## src/rtl/hex_score_display.sv

```systemverilog
// Decimal seven-segment driver: sequential double-dabble of a signed/unsigned score,
// with sign, leading-zero blanking, overflow dashes and a registered decimal-point mask.
//   state   | meaning
//   S_IDLE  | waiting for start, display holds last committed digits
//   S_SHIFT | one double-dabble step per cycle, BIN_WIDTH cycles
//   S_COMMIT| encode BCD into segments, pulse done
module hex_score_display #(
  parameter int NUM_DIGITS    = 6,
  parameter int BIN_WIDTH     = 20,
  parameter int SIGNED        = 1,
  parameter int LEADING_BLANK = 1
) (
  input  logic                    Clk,
  input  logic                    Reset_n,
  input  logic                    start,
  input  logic [BIN_WIDTH-1:0]    value,
  input  logic [NUM_DIGITS-1:0]   dp_mask,
  output logic [8*NUM_DIGITS-1:0] hex_seg,
  output logic                    busy,
  output logic                    done,
  output logic                    overflow
);

  function automatic int digits_for(input int w);
    longint m;
    int     n;
    m = (longint'(1) << w) - 1;
    n = 0;
    for (int k = 0; k < 20; k++) begin
      if (m > 0) begin
        m = m / 10;
        n++;
      end
    end
    return n;
  endfunction

  localparam int BCD_DIGITS = digits_for(BIN_WIDTH);
  localparam int MAX_DIGITS = (BCD_DIGITS > NUM_DIGITS) ? BCD_DIGITS : NUM_DIGITS;
  localparam int BCD_W      = 4 * BCD_DIGITS;
  localparam int CNT_W      = $clog2(BIN_WIDTH);

  function automatic logic [6:0] seg_encode(input logic [3:0] d);
    case (d)
      4'd0:    return 7'h40;
      4'd1:    return 7'h79;
      4'd2:    return 7'h24;
      4'd3:    return 7'h30;
      4'd4:    return 7'h19;
      4'd5:    return 7'h12;
      4'd6:    return 7'h02;
      4'd7:    return 7'h78;
      4'd8:    return 7'h00;
      4'd9:    return 7'h10;
      default: return 7'h7F;
    endcase
  endfunction

  typedef enum logic [1:0] {S_IDLE, S_SHIFT, S_COMMIT} state_t;

  state_t                      state, state_nxt;
  logic [CNT_W-1:0]            cnt;
  logic [BIN_WIDTH-1:0]        mag, mag_in;
  logic                        neg, neg_in;
  logic [BCD_W-1:0]            bcd, bcd_adj;
  logic [BCD_W+BIN_WIDTH-1:0]  shifted;
  logic [4*MAX_DIGITS-1:0]     bcd_pad;
  logic [7*NUM_DIGITS-1:0]     seg7, seg7_nxt;
  logic [NUM_DIGITS-1:0]       dp_q;
  logic                        ovf_nxt;
  logic                        seen_nonzero;
  logic [3:0]                  dig;
  int                          avail;

  always_ff @(posedge Clk or negedge Reset_n) begin
    if (!Reset_n) state <= S_IDLE;
    else          state <= state_nxt;
  end

  always_comb begin
    state_nxt = state;
    case (state)
      S_IDLE:   if (start) state_nxt = S_SHIFT;
      S_SHIFT:  if (cnt == '0) state_nxt = S_COMMIT;
      S_COMMIT: state_nxt = S_IDLE;
      default:  state_nxt = S_IDLE;
    endcase
  end

  always_comb begin
    busy = (state != S_IDLE);
  end

  // Negation done in BIN_WIDTH unsigned so the most negative value converts exactly.
  assign neg_in  = (SIGNED != 0) && value[BIN_WIDTH-1];
  assign mag_in  = neg_in ? (BIN_WIDTH'(0) - value) : value;
  assign shifted = {bcd_adj, mag} << 1;
  assign bcd_pad = (4*MAX_DIGITS)'(bcd);

  always_comb begin
    bcd_adj = bcd;
    for (int d = 0; d < BCD_DIGITS; d++) begin
      if (bcd[4*d +: 4] >= 4'd5) bcd_adj[4*d +: 4] = bcd[4*d +: 4] + 4'd3;
    end
  end

  always_comb begin
    avail        = neg ? NUM_DIGITS - 1 : NUM_DIGITS;
    ovf_nxt      = 1'b0;
    seen_nonzero = 1'b0;
    dig          = 4'd0;
    seg7_nxt     = '1;
    for (int j = 0; j < MAX_DIGITS; j++) begin
      if (j >= avail && bcd_pad[4*j +: 4] != 4'd0) ovf_nxt = 1'b1;
    end
    // Walk from the top so seen_nonzero marks digits at or below the leading nonzero one.
    for (int i = NUM_DIGITS - 1; i >= 0; i--) begin
      dig = bcd_pad[4*i +: 4];
      if (dig != 4'd0) seen_nonzero = 1'b1;
      if (ovf_nxt || (neg && i == NUM_DIGITS - 1))
        seg7_nxt[7*i +: 7] = 7'h3F;
      else if (LEADING_BLANK != 0 && !seen_nonzero && i != 0)
        seg7_nxt[7*i +: 7] = 7'h7F;
      else
        seg7_nxt[7*i +: 7] = seg_encode(dig);
    end
  end

  always_ff @(posedge Clk or negedge Reset_n) begin
    if (!Reset_n) begin
      cnt      <= '0;
      mag      <= '0;
      neg      <= 1'b0;
      bcd      <= '0;
      seg7     <= '1;
      dp_q     <= '1;
      done     <= 1'b0;
      overflow <= 1'b0;
    end else begin
      dp_q <= ~dp_mask;
      done <= 1'b0;
      case (state)
        S_IDLE: begin
          if (start) begin
            mag <= mag_in;
            neg <= neg_in;
            bcd <= '0;
            cnt <= CNT_W'(BIN_WIDTH - 1);
          end
        end
        S_SHIFT: begin
          bcd <= shifted[BCD_W+BIN_WIDTH-1 -: BCD_W];
          mag <= shifted[BIN_WIDTH-1:0];
          if (cnt != '0) cnt <= cnt - CNT_W'(1);
        end
        S_COMMIT: begin
          seg7     <= seg7_nxt;
          overflow <= ovf_nxt;
          done     <= 1'b1;
        end
        default: ;
      endcase
    end
  end

  always_comb begin
    hex_seg = '1;
    for (int i = 0; i < NUM_DIGITS; i++) hex_seg[8*i +: 8] = {dp_q[i], seg7[7*i +: 7]};
  end

endmodule

```

## config.mk

```make
export PLATFORM = sky130hd
export DESIGN_NAME = hex_score_display
export DESIGN_NICKNAME = d
export VERILOG_FILES = /design/src/rtl/hex_score_display.sv
export SDC_FILE = /design/constraint.sdc
export NUM_CORES = 1
export LEC_CHECK = 0
export ABC_AREA = 1
export CORE_MARGIN = 5
export CORE_UTILIZATION = 55
export DETAILED_ROUTE_END_ITERATION = 6
export PLACE_DENSITY = 0.88
export SLEW_MARGIN = 5
export SYNTH_ARGS = -nofsm -noshare
export SYNTH_HDL_FRONTEND = slang
export SYNTH_SLANG_ARGS = --single-unit
```

## constraint.sdc

```tcl
create_clock -name Clk -period 1.94 [get_ports Clk]
set_input_delay 0.194 -clock Clk [delete_from_list [all_inputs] [get_ports Clk]]
set_output_delay 0.194 -clock Clk [all_outputs]
set_load 0.03 [all_outputs]
```

==> results of run 1 <==
## state kept, by name, summed over array words and instances, names as in the netlist
name and count:
overflow 1, neg 1, dp_q 6, seg7 42, bcd 28, done 1
state 2, mag 20, cnt 5
## cell usage in the layout, fill, tap and decap left out, types with 16 or more instances in the layout
cell             instances
nand2_1                119
ha_1                    34
a21oi_1                 54
a22oi_1                 16
dfrtp_1                 58
inv_1                   92
nor2_1                  81
clkdlybuf4s50_1         78
o21ai_0                 97
nand3_1                 38
dfstp_2                 48
## through the flow
stage               power, uW  cells  hold WS [ns]
finish                   9900    971         0.291
global placement         8280    952         0.229
global route            10800    971         0.276
detailed placement       8510    952         0.232
CTS                      9880    969         0.294
floorplan                7190    742        -0.102
## cells by family after synthesis
logic type | share of synthesized area (%)
buf+inv | 7.72
compound gates | 19.6
xor+xnor | 1.45
flops | 45.0
simple gates | 19.0
fa+ha+maj | 7.27
## report_power, final
group,switching [uW],total (uW),internal (uW),leakage (uW)
registers,678,3640,2960,0.00121
logic,3110,4930,1820,0.00199
clock network,771,1320,553,0.0000976
## layout make-up
| cell class | count | area [um2] | share of cell area, % |
|---|---|---|---|
| clock buffer | 12 | 155 | 2.15 |
| sequential | 106 | 2710 | 37.6 |
| inverter | 94 | 353 | 4.89 |
| multi-input combinational | 520 | 2850 | 39.5 |
| clock inverter | 4 | 35.0 | 0.485 |
| tap | 140 | 175 | 2.43 |
| timing repair buffer | 95 | 936 | 13.0 |
## how the worst max path moves through the flow
stage	from	to	slack (ns)
after global placement	value[0]	mag[16]	0.15
after floorplan	bcd[20]	seg7[31]	0.46
final	bcd[4]	bcd[7]	0.11
after global routing	bcd[20]	seg7[19]	0.02
after detailed placement	bcd[20]	seg7[25]	0.11
after CTS	bcd[20]	seg7[25]	0.09
## what timing repair did
action                                  in CTS  in global routing
endpoints found under the hold margin       30                  0
endpoints found under the setup margin       0                  4
hold buffers                                 1                  0
gates resized for setup                      0                  1
buffers inserted                             0                  2
## per-layer routing
metal | wire length, um | vias to the layer above | track usage, % | share of wire [%]
li1 | - | 2643 | - | -
met1 | 6160 | 2449 | 28.6 | 45
met2 | 6430 | 173 | 36.6 | 47
met3 | 838 | 20 | 4.23 | 6.1
met4 | 214 | 0 | 5.46 | 1.6
met5 | 0 | - | 0 | 0
## critical path, cell delays in order, from the launching register on
cell and delay [ns]:
dfrtp_1 0.46, inv_1 0.14, ha_1 0.26, inv_1 0.12, nor2_1 0.06, o21ai_1 0.27, inv_1 0.11, o21ai_0 0.19
o22ai_1 0.11
==> run_results.csv, run 1 <==
group,metric,value,unit
global_route,grt_start_max_net_pins,47,
floorplanning,fp.dieW,115,um
synth,yosysTopAreaCellShare,24.1,%
critical_path,reg2reg_from,"bcd[4]",
synth,synth.cells.most_frequent,"nand2_1, o21ai_0, inv_1",
critical_path,reg2regPathDepth,8,
critical_path,critical_path_required_time,2.18,ns
placed_design,placed_cell_area,0.00700,mm2
floorplanning,placeableCoreArea,0.0108,mm2
critical_path,cp_data_arrival_time,2.07,ns
worst_hold_path,endpoint_worst_hold,"dp_q[3]",
sta,maxSlewHeadroom,50.0,%
sta,worst-slew-pin-transition,0.749,ns
route,detailroute.via_count,5285,
synth,avgSynthCellArea,8.12,um2
synth,synthesis.yosys.warnings,0,
critical_path,crit_path_max_fanout,6,
sta,hold_viol_final,0,
synth,async_flop_share,100,%
floorplanning,die_h,115,um
global_route,grt_use_total,21.6,%
synth,synth-edff-count,0,
synth,yosys.cell_types.count,41,
sta,slew_viol_final,0,
placed_design,dp.final_hpwl,9.90,mm
global_route,antenna_found_initial,0,
global_route,globalRoute.totalOverflow,0,
route,1st_pass_router_iterations,5,
critical_path,critPathKind,"reg2reg",
placed_design,place_worst_setup_slack,0.115,ns
run_status,outcome,"finished, final reports clean",
cells_and_area,layout_filler_cell_count,886,
route,remaining_drc_errors,0,
floorplanning,io_pins,80,
synth,syn-num-nets,806,
clocking,clock-root-buffer,"clkbuf_8",
clocking,tritoncts,"done",
synth,synthTopCellsByArea,"dfrtp_1, dfstp_2, o21ai_0, nand2_1, ha_1",
worst_hold_path,min_path_type,"in2reg",
sta,setup_slack,0.109,ns
route,vias_per_cell,5.44,
sta,finalSetupViolations,0,
placed_design,io_buffer_count,79,
sta,fmax,0.546,GHz
global_route,wire_length_of_the_first_global_routing_pass,23.5,mm
cells_and_area,nNetsFinal,890,
placed_design,place.gp.congestion,0.900,
clocking,max-clock-path-buffers,2,
synth,cell_type_contributing_the_most_total_cell_area_after_synthesis,"dfrtp_1",
critical_path,critical_path.endpoint_type,"register",
synth,postSynthRegisterBits,106,
route,postRouteWirelength,13.6,mm
synth,synthCells,742,
sta,period_share,94.4,%
synth,synth.yosys.seq_area_share,45.0,%
floorplanning,dieArea,0.0132,mm2
route,routed_wl_per_cell,14.1,um
cells_and_area,final_area,0.00722,mm2
clocking,clock-sinks,106,
power,power_per_cell_area,1370,mW/mm2
floorplanning,rows,38,
clocking,path_clk_slew,0.10,ns
route,first_iter_violations,358,
critical_path,reg2reg_setup_slack,0.11,ns
sta,layout_min_cycle_time,1.83,ns
sta,clock-skew-final,0.0176,ns
worst_hold_path,hold_depth,2,
cells_and_area,post_route_cells_drive_above_1_share,12.0,%
cells_and_area,utilization,66.9,%
clocking,htree_num_levels,3,
floorplanning,starting_density_of_the_core,55.8,%
cells_and_area,insertedDiodeCount,0,
synth,synth.most_common_cell,"nand2_1",
global_route,first_global_vias,5195,
cells_and_area,syn_to_final_growth,19.8,%
worst_hold_path,worst_hold_startpoint,"dp_mask[3]",
critical_path,category_of_the_worst_setup_path_launch_point,"register",
synth,synth_ff_type,"dfrtp_1",
critical_path,worstReg2RegEnd,"bcd[7]",
synth,post_synth_instance_area,0.00603,mm2
power,p_leak,0.00330,uW
clocking,cts_made_buffers,9,
power,vdd_drop_max,0.000618,V
sta,rsz_0062_raised_after_global_routing,"no",
sta,fin_setup_tns,0,ns
flow_run,cap_violations,0,
clocking,worst_skew_pair.late_latency,0.38,ns
route,drt.antenna.violating_nets,0,
No activity file was read; power rests on OpenSTA's default activity.
==> run 2, diff against run 1 <==
- ABC_AREA: 1 -> 0
- PLACE_DENSITY: 0.88 -> 0.87
==> run 2 against run 1 <==
Global-route usage increased by 2.2 points. Die area increased by 2.4%. Critical endpoint is now seg7[0]. Sequential share of layout area decreased by 3.5 points. Combinational power increased by 49%. Largest cell class unchanged. Routed wire length increased by 16%. Critical path depth unchanged. Register-to-register slack got worse by 0.13 ns. First-iteration DRC count increased by 35%. Synthesized cell count decreased by 9.8%. Via count increased by 4.5%. The run now ends with setup timing left.
==> run_results.csv, run 2 <==
group,metric,value,unit
sta,rsz_0062_raised_after_global_routing,"yes",
clocking,tritoncts,"done",
synth,postSynthRegisterBits,106,
cells_and_area,largest_register_ffs,42,
floorplanning,io_pins,80,
synth,synthTopCellsByArea,"dfrtp_1, dfstp_2, ha_1, o21ai_0, a21oi_1",
power,power.share.combinational,55.0,%
power,clock_power_share,13.6,%
floorplanning,rows,38,
sta,fmax,0.509,GHz
sta,hold_viol_final,0,
run_status,failed_checks,"setup timing",
sta,hold-worst-slack,0.323,ns
critical_path,crit_slowest_cell,"dfrtp_1",
route,1st_pass_router_iterations,5,
cells_and_area,layout_common_cells,"clkdlybuf4s50_1, buf_4, o21ai_0",
synth,synth.most_common_cell,"o21ai_0",
clocking,clock-sinks,106,
global_route,antenna_found_initial,0,
synth,cell_type_contributing_the_most_total_cell_area_after_synthesis,"dfrtp_1",
power,vdd_drop_max,0.000858,V
cells_and_area,layout.cells.most_common,"clkdlybuf4s50_1",
clocking,clock-root-buffer,"clkbuf_16",
sta,setup_slack,-0.0262,ns
placed_design,dp.final_hpwl,11.4,mm
placed_design,place.gp.congestion,0.931,
route,postRouteWirelength,15.8,mm
critical_path,worstPathCellList,"inv_2 -> ha_4 -> or3b_4 -> a2111oi_4 -> buf_6 -> buf_6 -> inv_2 -> o22a_1",
synth,synth-edff-count,0,
clocking,worst_skew_pair.late_latency,0.35,ns
floorplanning,starting_density_of_the_core,56.6,%
cells_and_area,regMostFlops,"seg7",
critical_path,category_of_the_worst_setup_path_launch_point,"register",
global_route,grt-busiest-layer,"met2",
placed_design,placed_cell_area,0.00754,mm2
critical_path,cp_data_arrival_time,2.25,ns
route,routed_wl_per_cell,16.9,um
route,detailroute.via_count,5524,
floorplanning,fp.dieW,116,um
power,power_switching_share,42.8,%
synth,yosys.cell_types.count,58,
global_route,grt_util_met1,30.0,%
critical_path,crit_path_max_incr_delay,0.40,ns
clocking,path_clk_slew,0.07,ns
run_status,outcome,"complete, but fails checks",
floorplanning,die_h,116,um
cells_and_area,finish.cell_count_without_fillers,931,
synth,async_flop_share,100,%
power,switching_power,5720,uW
sta,clock-skew-final,0.00835,ns
global_route,first_global_vias,5595,
route,remaining_drc_errors,0,
cells_and_area,nNetsFinal,850,
global_route,globalRoute.totalOverflow,0,
worst_hold_path,min_path_type,"in2reg",
power,power_per_cell_area,1680,mW/mm2
sta,worst-slew-pin-transition,0.465,ns
global_route,wire_length_of_the_first_global_routing_pass,26.2,mm
cells_and_area,final_area,0.00796,mm2
clocking,cts_made_buffers,9,
global_route,gr-usage-met2,41.9,%
cells_and_area,syn_to_final_growth,28.8,%
power,power.share.sequential,31.4,%
synth,post_synth_instance_area,0.00618,mm2
critical_path,crit_path_max_fanout,8,
critical_path,critical_path.endpoint_type,"register",
sta,layout_min_cycle_time,1.97,ns
clocking,htree_num_levels,3,
critical_path,critPathKind,"reg2reg",
global_route,globalRouteMet3Util,3.24,%
synth,synthesis.yosys.warnings,0,
clocking,max-clock-path-buffers,2,
global_route,grt_use_total,23.9,%
power,p_leak,0.00334,uW
cells_and_area,insertedDiodeCount,0,
power,internal_power,7650,uW
sta,period_share,101,%
cells_and_area,reg_top3,"seg7 x42, bcd x28, mag x20",
cells_and_area,post_route_cells_drive_above_1_share,22.0,%
route,vias_per_cell,5.93,
synth,avgSynthCellArea,9.24,um2
sta,finalSetupViolations,11,
critical_path,critical_path_required_time,2.22,ns
cells_and_area,utilization,72.8,%
synth,synth.yosys.seq_area_share,43.9,%
placed_design,io_buffer_count,79,
sta,slew_viol_final,0,
synth,yosysTopAreaCellShare,23.5,%
route,drt.antenna.violating_nets,0,
route,first_iter_violations,485,
floorplanning,dieArea,0.0135,mm2
global_route,grt_start_max_net_pins,40,
synth,synth_ff_type,"dfrtp_1",
sta,maxSlewHeadroom,69.0,%
synth,synth.cells.most_frequent,"o21ai_0, dfrtp_1, nor2_1",
floorplanning,placeableCoreArea,0.0109,mm2
synth,syn-num-nets,733,
placed_design,numPlacedInstances,913,
synth,synthCells,669,
flow_run,cap_violations,0,
-- run 2: cell families (layout without fill, tap and decap cells) --
logic type / after synthesis / in the layout / share of synthesized area, %
compound gates: 205 / 205 / 21.4
xor+xnor: 21 / 21 / 2.97
fa+ha+maj: 35 / 35 / 7.08
buf+inv: 85 / 207 / 5.32
flops: 106 / 106 / 43.9
mux: 20 / 20 / 3.36
simple gates: 197 / 197 / 16.0
-- run 2: stage by stage --
| step | total power, uW | setup TNS, ns | setup slack [ns] |
|---|---|---|---|
| after floorplan | 8920 | -0.556 | -0.0539 |
| after global placement | 10900 | -2.19 | -0.226 |
| after detailed placement | 11300 | -3.70 | -0.321 |
| after CTS | 13200 | -0.0225 | -0.0105 |
| after global routing | 14300 | -2.71 | -0.123 |
| final | 13400 | -0.176 | -0.0262 |
-- run 2: critical path: cells and delay by family (launching register included) --
kind | cells | cell delay, ns
DFF | 1 | 0.40
buffers and inverters | 4 | 0.48
AOI/OAI and AO/OA | 2 | 0.50
adders and majority gates | 1 | 0.13
and+or+nand+nor | 1 | 0.38
-- run 2: per-layer routing --
layer | routed length [um] | share of wire, % | vias to the layer above
li1 | - | - | 2617
met1 | 6590 | 42 | 2714
met2 | 8100 | 51 | 163
met3 | 769 | 4.9 | 30
met4 | 299 | 1.9 | 0
met5 | 0 | 0 | -
-- run 2: repair_timing --
action	4_1_cts	5_1_grt
cloned	0	0
endpoints found under the hold margin	10	0
hold buffers	1	0
pin swaps	0	10
buffers inserted	0	1
setup endpoints to repair	15	37
gates resized for setup	4	26
-- run 2: power by group through the flow --
stage | Combinational (uW) | Sequential [uW] | Clock, uW
final | 7360 | 4200 | 1820
after global routing | 8080 | 4330 | 1910
after CTS | 7230 | 4170 | 1820
after detailed placement | 7140 | 4190 | 0
after global placement | 6800 | 4110 | 0
after floorplan | 4200 | 4720 | 0
-- run 2: worst paths after layout --
kind	startpoint	endpoint	slack, ns	cells after the start
max in group asynchronous	Reset_n	seg7[13]	0.94	3
max	bcd[20]	seg7[0]	-0.03	8
min reg2reg	mag[18]	mag[19]	0.49	2
min	dp_mask[5]	dp_q[5]	0.32	2
min in group asynchronous	Reset_n	bcd[12]	0.33	2
max reg2reg	bcd[20]	seg7[0]	-0.03	8
-- run 2: area by class of cell --
| cell class | count | area (um2) |
|---|---|---|
| Clock buffer | 13 | 250 |
| Clock inverter | 3 | 40.0 |
| Sequential cell | 106 | 2710 |
| Inverter | 41 | 154 |
| Fill cell | 772 | 2970 |
| Multi-Input combinational cell | 478 | 3280 |
| Tap cell | 140 | 175 |
| Timing Repair Buffer | 150 | 1360 |
==> run 3, diff against run 2 <==
- CTS_BUF_LIST: not set -> sky130_fd_sc_hd__clkbuf_4 sky130_fd_sc_hd__clkbuf_8
- DONT_BUFFER_PORTS: not set -> 1
- PLACE_DENSITY: 0.87 -> 0.78
- SLEW_MARGIN: 5 -> 10
==> run 3 against run 2 <==
Global-route usage fell by 1.4 points. Largest cell class unchanged. Clock power fell by 26%. Critical path type unchanged. Register-to-register slack improved by 0.06 ns. Via count fell by 9.3%. The run ends with hold timing left. Critical endpoint is now seg7[28]. Final cell count fell by 9.5%. First-iteration DRC count fell by 9.1%. Combinational power fell by 20%. Routed wire length fell by 7.5%.
==> run_results.csv, run 3 (same netlist as run 2, synthesis figures left out) <==
group,metric,value,unit
sta,setup_slack,0.0321,ns
placed_design,place_worst_setup_slack,-0.0682,ns
route,routed_wl_per_cell,17.3,um
clocking,cts_made_buffers,9,
cells_and_area,layout_common_cells,"o21ai_0, dfrtp_1, nor2_1",
floorplanning,rows,38,
floorplanning,starting_density_of_the_core,56.6,%
floorplanning,die_h,116,um
cells_and_area,layout_filler_cell_count,890,
critical_path,critPathKind,"reg2reg",
sta,fin_setup_tns,0,ns
sta,period_share,98.3,%
global_route,antenna_found_initial,0,
sta,maxSlewHeadroom,58.4,%
cells_and_area,syn_to_final_growth,13.3,%
sta,slew_viol_final,0,
sta,layout_min_cycle_time,1.91,ns
clocking,htree_num_levels,3,
global_route,globalRoute.totalOverflow,0,
critical_path,critical_path_required_time,2.24,ns
sta,hold-worst-slack,-0.502,ns
global_route,wire_length_of_the_first_global_routing_pass,24.3,mm
power,p_leak,0.00295,uW
cells_and_area,finish.cell_count_without_fillers,843,
route,first_iter_violations,441,
run_status,outcome,"complete, but fails checks",
clocking,clock-root-buffer,"clkbuf_8",
route,1st_pass_router_iterations,6,
critical_path,crit_path_max_fanout,5,
sta,finalSetupViolations,0,
cells_and_area,nNetsFinal,762,
sta,rsz_0062_raised_after_global_routing,"yes",
floorplanning,placeableCoreArea,0.0109,mm2
flow_run,cap_violations,0,
placed_design,dp.final_hpwl,10.4,mm
global_route,grt_start_max_net_pins,107,
clocking,max-clock-path-buffers,2,
route,met3RoutedLength,916,um
critical_path,cp_data_arrival_time,2.21,ns
clocking,path_clk_slew,0.10,ns
sta,fmax,0.524,GHz
run_status,failed_checks,"hold timing",
cells_and_area,layout.cells.most_common,"o21ai_0",
sta,hold_viol_final,106,
cells_and_area,regMostFlops,"seg7",
cells_and_area,insertedDiodeCount,0,
clocking,tritoncts,"done",
cells_and_area,largest_register_ffs,42,
clocking,clock-sinks,106,
placed_design,numPlacedInstances,813,
floorplanning,io_pins,80,
route,m1WireLength,6.23,mm
cells_and_area,reg_top3,"seg7 x42, bcd x28, mag x20",
route,postRouteWirelength,14.6,mm
route,drt.antenna.violating_nets,0,
route,vias_per_cell,5.94,
power,vdd_drop_max,0.000751,V
global_route,first_global_vias,5157,
route,remaining_drc_errors,0,
floorplanning,dieArea,0.0135,mm2
placed_design,place.gp.congestion,0.898,
clocking,worst_skew_pair.late_latency,0.38,ns
power,power_per_cell_area,1730,mW/mm2
placed_design,io_buffer_count,0,
clocking,hold_buf_cts,9,
critical_path,category_of_the_worst_setup_path_launch_point,"register",
sta,clock-skew-final,0.0125,ns
critical_path,critical_path.endpoint_type,"register",
sta,worst-slew-pin-transition,0.619,ns
route,detailroute.via_count,5010,
global_route,grt_use_total,22.4,%
cells_and_area,utilization,64.1,%
floorplanning,fp.dieW,116,um
worst_hold_path,min_path_type,"in2async",
cells_and_area,post_route_cells_drive_above_1_share,21.9,%
route,met2WireLength,7.08,mm
route,maxUsedRoutingLayer,"met4",
[run 3: stage by stage]
| stage | power (uW) | cell area (um2) |
|---|---|---|
| after global placement | 10300 | 6610 |
| after floorplan | 8920 | 6210 |
| after global routing | 13100 | 7010 |
| after CTS | 12100 | 6940 |
| after detailed placement | 10600 | 6610 |
| final | 12100 | 7010 |
[run 3: layer usage]
| layer | global-route usage (%) | vias to the layer above |
|---|---|---|
| met5 | 0 | - |
| li1 | - | 2440 |
| met4 | 9.51 | 0 |
| met1 | 28.9 | 2382 |
| met3 | 5.01 | 31 |
| met2 | 36.4 | 157 |
[run 3: worst paths after layout]
kind / cells past startpoint / to / start / slack, ns
max in group asynchronous: 0 / seg7[28] / Reset_n / 2.19
max: 7 / seg7[28] / bcd[21] / 0.03
min reg2reg: 2 / mag[2] / mag[2] / 0.49
min: 0 / bcd[15] / Reset_n / -0.50
min in group Clk: 2 / mag[5] / value[5] / 0.02
max reg2reg: 7 / seg7[28] / bcd[21] / 0.03
[run 3: repair_timing]
item | CTS | global route
endpoints found under the hold margin | 115 | 106
resized for setup | 10 | 11
pin swaps | 5 | 1
gates cloned | 0 | 0
endpoints found under the setup margin | 10 | 39
setup buffers | 3 | 2
[run 3: power by group]
part           internal, uW  leakage [uW]  switching [uW]
Clock                   599      0.000103             753
Combinational          2680       0.00163            3180
Sequential             3430       0.00121            1500
[run 3: worst max-delay path, stage by stage (launching register included)]
cell,delay [ns]
dfrtp_1,0.40
inv_2,0.09
ha_4,0.13
or3b_4,0.38
a2111oi_4,0.35
buf_4,0.22
o211ai_4,0.10
o22a_1,0.18
[run 3: layout make-up]
type	instances	area [um2]	share of cell area, %
Clock buffer	14	180	2.57
Multi-Input combinational cell	478	3240	46.3
Inverter	41	154	2.20
Tap cell	140	175	2.50
Timing Repair Buffer	62	533	7.61
Sequential cell	106	2710	38.7
Clock inverter	2	10.0	0.143
